<file path="config.mk">
export PLATFORM = sky130hd
export DESIGN_NAME = instr_fetch_unit
export DESIGN_NICKNAME = d
export VERILOG_FILES = /design/src/rtl/fetch_pkg.sv /design/src/rtl/fetch_buffer.sv /design/src/rtl/instr_fetch_unit.sv
export SDC_FILE = /design/constraint.sdc
export NUM_CORES = 1
export LEC_CHECK = 0
export ABC_AREA = 0
export BUFFER_PORTS_ARGS = -buffer_cell sky130_fd_sc_hd__buf_2
export CAP_MARGIN = 20
export CORE_MARGIN = 5
export CORE_UTILIZATION = 40
export CTS_BUF_LIST = sky130_fd_sc_hd__clkbuf_4 sky130_fd_sc_hd__clkbuf_8 sky130_fd_sc_hd__clkbuf_16
export CTS_CLUSTER_DIAMETER = 50
export CTS_CLUSTER_SIZE = 10
export DETAILED_ROUTE_END_ITERATION = 12
export MAX_ROUTING_LAYER = met4
export PLACE_DENSITY_LB_ADDON = 0.1
export SYNTH_ARGS = -nofsm -noshare
export SYNTH_HDL_FRONTEND = slang
export SYNTH_HIERARCHICAL = 1
export SYNTH_SLANG_ARGS = --single-unit
</file>
<file path="constraint.sdc">
create_clock -name clk -period 4.4 [get_ports clk]
set_input_delay 0.66 -clock clk [delete_from_list [all_inputs] [get_ports clk]]
set_output_delay 0.66 -clock clk [all_outputs]
set_load 0.005 [all_outputs]
</file>
<file path="src/rtl/fetch_pkg.sv">
// rtl/fetch_pkg.sv - shared types and constants for the instruction fetch stage
package fetch_pkg;

    localparam logic [31:0] RESET_PC_DEFAULT = 32'h0000_0000;
    localparam int          INSTR_BYTES      = 4;

    typedef struct packed {
        logic [31:0] pc;
        logic [31:0] data;
        logic        filled;
    } fetch_entry_t;

endpackage

</file>
<file path="src/rtl/fetch_buffer.sv">
// rtl/fetch_buffer.sv - tagged in-order fetch buffer with alloc/fill/pop/flush pointers
module fetch_buffer
    import fetch_pkg::*;
#(
    parameter int DEPTH = 2,
    localparam int IDX_W = $clog2(DEPTH),
    localparam int PTR_W = IDX_W + 1
) (
    input  logic               clk,
    input  logic               rst,
    input  logic               i_alloc,
    input  logic [31:0]        i_alloc_pc,
    input  logic               i_fill,
    input  logic [31:0]        i_fill_data,
    input  logic               i_pop,
    input  logic               i_flush,
    output fetch_entry_t       o_head_entry,
    output logic [PTR_W-1:0]   o_occupancy,
    output logic [PTR_W-1:0]   o_outstanding
);

    fetch_entry_t     r_entries [DEPTH];
    logic [PTR_W-1:0] r_head;
    logic [PTR_W-1:0] r_fill;
    logic [PTR_W-1:0] r_tail;

    logic [IDX_W-1:0] w_head_idx;
    logic [IDX_W-1:0] w_fill_idx;
    logic [IDX_W-1:0] w_tail_idx;

    assign w_head_idx    = r_head[IDX_W-1:0];
    assign w_fill_idx    = r_fill[IDX_W-1:0];
    assign w_tail_idx    = r_tail[IDX_W-1:0];
    assign o_occupancy   = r_tail - r_head;
    assign o_outstanding = r_tail - r_fill;

    // A response landing on an empty head is forwarded in the same cycle.
    always_comb begin
        o_head_entry = r_entries[w_head_idx];
        if (!r_entries[w_head_idx].filled && i_fill && (r_fill == r_head)) begin
            o_head_entry.data   = i_fill_data;
            o_head_entry.filled = 1'b1;
        end
    end

    always_ff @(posedge clk or posedge rst) begin
        if (rst) begin
            r_head <= '0;
            r_fill <= '0;
            r_tail <= '0;
            for (int i = 0; i < DEPTH; i++) begin
                r_entries[i] <= '0;
            end
        end else if (i_flush) begin
            r_head <= r_tail;
            r_fill <= r_tail;
            for (int i = 0; i < DEPTH; i++) begin
                r_entries[i].filled <= 1'b0;
            end
        end else begin
            if (i_alloc) begin
                r_entries[w_tail_idx].pc     <= i_alloc_pc;
                r_entries[w_tail_idx].filled <= 1'b0;
                r_tail                       <= r_tail + 1'b1;
            end
            if (i_fill) begin
                r_entries[w_fill_idx].data   <= i_fill_data;
                r_entries[w_fill_idx].filled <= 1'b1;
                r_fill                       <= r_fill + 1'b1;
            end
            // Pop last so a forwarded entry consumed this cycle ends up empty.
            if (i_pop) begin
                r_entries[w_head_idx].filled <= 1'b0;
                r_head                       <= r_head + 1'b1;
            end
        end
    end

endmodule

</file>
<file path="src/rtl/instr_fetch_unit.sv">
// rtl/instr_fetch_unit.sv - fetch stage: PC, imem request channel, redirect and response dropping
module instr_fetch_unit
    import fetch_pkg::*;
#(
    parameter logic [31:0] RESET_PC = RESET_PC_DEFAULT,
    parameter int          DEPTH    = 2
) (
    input  logic        clk,
    input  logic        reset,
    input  logic        redirect_valid,
    input  logic [31:0] redirect_pc,
    input  logic        stall,
    output logic        imem_req_valid,
    input  logic        imem_req_ready,
    output logic [31:0] imem_req_addr,
    input  logic        imem_rsp_valid,
    input  logic [31:0] imem_rsp_data,
    output logic        instr_valid,
    output logic [31:0] instruction_out,
    output logic [31:0] pc_current_out,
    output logic [31:0] pc_next_out
);

    localparam int PTR_W  = $clog2(DEPTH) + 1;
    localparam int DROP_W = $clog2(2 * DEPTH + 1);
    localparam int SUM_W  = DROP_W + 1;

    logic [31:0]       r_fetch_pc;
    logic [DROP_W-1:0] r_drop_cnt;

    fetch_entry_t      w_head;
    logic [PTR_W-1:0]  w_occupancy;
    logic [PTR_W-1:0]  w_outstanding;
    logic [SUM_W-1:0]  w_inflight;
    logic              w_req_fire;
    logic              w_rsp_drop;
    logic              w_rsp_fill;
    logic              w_pop;
    logic              w_unused_ok;

    assign w_unused_ok = &{1'b0, redirect_pc[1:0]};

    // Dropped-but-pending responses still occupy memory slots, so they gate new requests.
    assign w_inflight     = SUM_W'(r_drop_cnt) + SUM_W'(w_outstanding);
    assign imem_req_valid = !reset && !redirect_valid
                          && (w_occupancy < PTR_W'(DEPTH))
                          && (w_inflight < SUM_W'(DEPTH));
    assign imem_req_addr  = r_fetch_pc;
    assign w_req_fire     = imem_req_valid && imem_req_ready;

    assign w_rsp_drop = imem_rsp_valid && (r_drop_cnt != '0);
    assign w_rsp_fill = imem_rsp_valid && (r_drop_cnt == '0) && !redirect_valid;

    assign instr_valid     = w_head.filled && !redirect_valid;
    assign w_pop           = instr_valid && !stall;
    assign instruction_out = instr_valid ? w_head.data : 32'h0;
    assign pc_current_out  = instr_valid ? w_head.pc : 32'h0;
    assign pc_next_out     = instr_valid ? (w_head.pc + 32'(INSTR_BYTES)) : 32'h0;

    always_ff @(posedge clk or posedge reset) begin
        if (reset) begin
            r_fetch_pc <= RESET_PC;
            r_drop_cnt <= '0;
        end else if (redirect_valid) begin
            r_fetch_pc <= {redirect_pc[31:2], 2'b00};
            // Every unanswered request becomes a drop; a response consumed now is no longer pending.
            r_drop_cnt <= r_drop_cnt + DROP_W'(w_outstanding) - DROP_W'(imem_rsp_valid);
        end else begin
            if (w_req_fire) begin
                r_fetch_pc <= r_fetch_pc + 32'(INSTR_BYTES);
            end
            if (w_rsp_drop) begin
                r_drop_cnt <= r_drop_cnt - 1'b1;
            end
        end
    end

    fetch_buffer #(
        .DEPTH (DEPTH)
    ) u_fetch_buffer (
        .clk           (clk),
        .rst           (reset),
        .i_alloc       (w_req_fire),
        .i_alloc_pc    (r_fetch_pc),
        .i_fill        (w_rsp_fill),
        .i_fill_data   (imem_rsp_data),
        .i_pop         (w_pop),
        .i_flush       (redirect_valid),
        .o_head_entry  (w_head),
        .o_occupancy   (w_occupancy),
        .o_outstanding (w_outstanding)
    );

    a_rsp_expected: assert property (@(posedge clk) disable iff (reset)
        imem_rsp_valid |-> ((r_drop_cnt != '0) || (w_outstanding != '0)));

endmodule

</file>
==> impl_results.md <==
* Outcome: finished clean
* Worst-skew pair later-pin latency at 430 ps
* Row cnt at 58
* Worst R2R Setup Slack at 780 ps
* Largest net degree at the start of global routing at 111
* Post-DR wirelength/cell at 18.45 microns
* Startpoint Class: flip-flop
* CTS root buf: clkbuf_16
* Pwr Density at 515.4 nW/um^2
* Placer Congestion at 0.8617
* Nets at 1137
* ANT nets after route at 0
* Pins over their slew limit at 0
* Post-synthesis instance area at 10090 sq um
* Post-CTS sizing at 0
* Initial Util at 0.4028
* Ys Warns at 6
* Initial antenna violation count at 0
* Core area at 25040 sq um
* Slew @ Worst Pin at 789.2 ps
* Psw at 1.992 mW
* Fill cells at 2406
* Most frequent cells in the layout: buf_2, mux2_2, dfrtp_1
* Drt first-iter violations at 393
* Switch share at 0.3261
* Synth-to-Final Area Change at 17.53%
* Worst setup EP type: primary output
* PortBufs at 195
* Total CTS buffers at 17
* Commonest non-fill, non-tap cell in the layout: buf_2
* WP data arrival at 3350 ps
* Critical path required time at 3740 ps
* Hold buffers post-CTS at 0
* Clk_skew at 13.55 ps
* Reg-to-reg critical path startpoint: u_fetch_buffer/r_tail[0]
* Cells on worst reg2reg path at 13
* Unrepaired setup endpoints after global routing: false
* N_diodes at 0
* Comb pwr share at 0.357
* Final period utilization at 0.9115
* Final setup fails at 0
* Setup Crit Path Kind: reg2out
* Cell Area, Placed at 11280 sq um
* Share of layout cells above drive strength 1 at 0.4635
* First-pass GRT wire length at 42.32 mm
* Sink Count at 169
* FF-to-FF End: u_fetch_buffer/r_entries[52]
* Slew HR at 0.4739
* Post-DP HPWL at 18.04 mm
* CTS tree: done
* Gr usage total at 0.1894
* Via Count at 7272
* Final Instance Area at 11850 sq um
* Detailed Routing Iterations Pass 1 at 5
* Setup TNS at 0 ps
* Vias in the first global route at 7584
* Crit-path max FO at 45
* Final WS setup at 389.3 ps
* H-tree depth reported by CTS at 4
* Cells after Synth at 872
* Int Pwr at 4.118 mW
* Pre-CTS setup slack at 766.3 ps
* Achievable frequency at 249.3 MHz
* Max-Cap Viols at 0
* Setup Buffers After CTS at 0
* Die area at 28490 sq um
* Power share of the clock group at 0.230
* Via density at 5.202
* Pleak at 5.846 nW
* WHS at 184.6 ps
* CTS clk-pin slew, worst paths at 80 ps
* Min-Delay Path Class: in2async
* Final Power at 6.110 mW
* Synthesized area per cell at 11.57 sq um
* Remaining DRCs at 0
* Overflow after GRT at 0
* Fin. Hold Viols at 0
* Die height at 168.8 microns
* Die Wd at 168.8 microns
* Boundary Pins at 200
* Routed WL at 25.79 mm
* Final Critical Period at 4011 ps
* Clock Path Buffers at 2
* Reg power frac at 0.413
* Peak supply drop at 0.2567 mV
worst max-delay path: stages (launching register included):
cell and delay [ps]:
dfrtp_4 850, mux2_2 370, nand4_1 240, or4_1 540
or4_1 560, xor2_1 160, nor2_1 80, buf_2 110
how the worst max path moves through the flow:
stage | startpoint | to | slack [ps] | depth (start not counted)
after floorplan | reset | u_fetch_buffer/r_entries[0] | 100 | 1
after global placement | u_fetch_buffer/r_head[0] | pc_next_out[31] | 810 | 7
after detailed placement | u_fetch_buffer/r_tail[0] | u_fetch_buffer/r_entries[52] | 770 | 13
after CTS | u_fetch_buffer/r_head[0] | pc_next_out[31] | 350 | 7
after global routing | u_fetch_buffer/r_head[0] | pc_next_out[31] | 220 | 7
final | u_fetch_buffer/r_head[0] | pc_next_out[31] | 390 | 7
state kept, by name (all words and copies together), names as in the netlist:
signal,cells
imem_req_addr,30
r_drop_cnt,3
u_fetch_buffer/r_entries,130
u_fetch_buffer/r_fill,2
u_fetch_buffer/r_head,2
u_fetch_buffer/r_tail,2
final cells by class:
type	instances	area (sq um)	share of cell area
Multi-Input combinational cell	633	5436	0.4586
Clock inverter	14	115.1	0.009711
Timing Repair Buffer	212	1136	0.09584
Inverter	22	87.58	0.007389
Clock buffer	18	432.9	0.03652
Sequential cell	169	4233	0.3571
Tap cell	330	412.9	0.03483
power by group through the flow:
stage	Combinational [mW]	Clock [mW]	Sequential, mW
CTS	2.20	1.46	2.52
finish	2.18	1.40	2.52
detailed placement	2.19	0	2.55
floorplan	1.84	0	2.37
global placement	2.15	0	2.53
global route	2.42	1.52	2.60
per-stage QoR:
step                instances  utilization
floorplan                 877            -
global placement         1365       0.4505
detailed placement       1365       0.4505
CTS                      1397       0.4724
global route             1398       0.4735
finish                   1398       0.4735
routing by layer:
| layer | share of wire | routed length [microns] | GRT usage | up-vias |
|---|---|---|---|---|
| met4 | 0.012 | 313 | 0.04587 | 0 |
| met2 | 0.44 | 11240 | 0.2767 | 181 |
| met1 | 0.51 | 13140 | 0.2778 | 3605 |
| met5 | 0 | 0 | - | - |
| met3 | 0.043 | 1099 | 0.02826 | 20 |
| li1 | - | - | - | 3466 |
No activity file was read; power rests on OpenSTA's default activity.
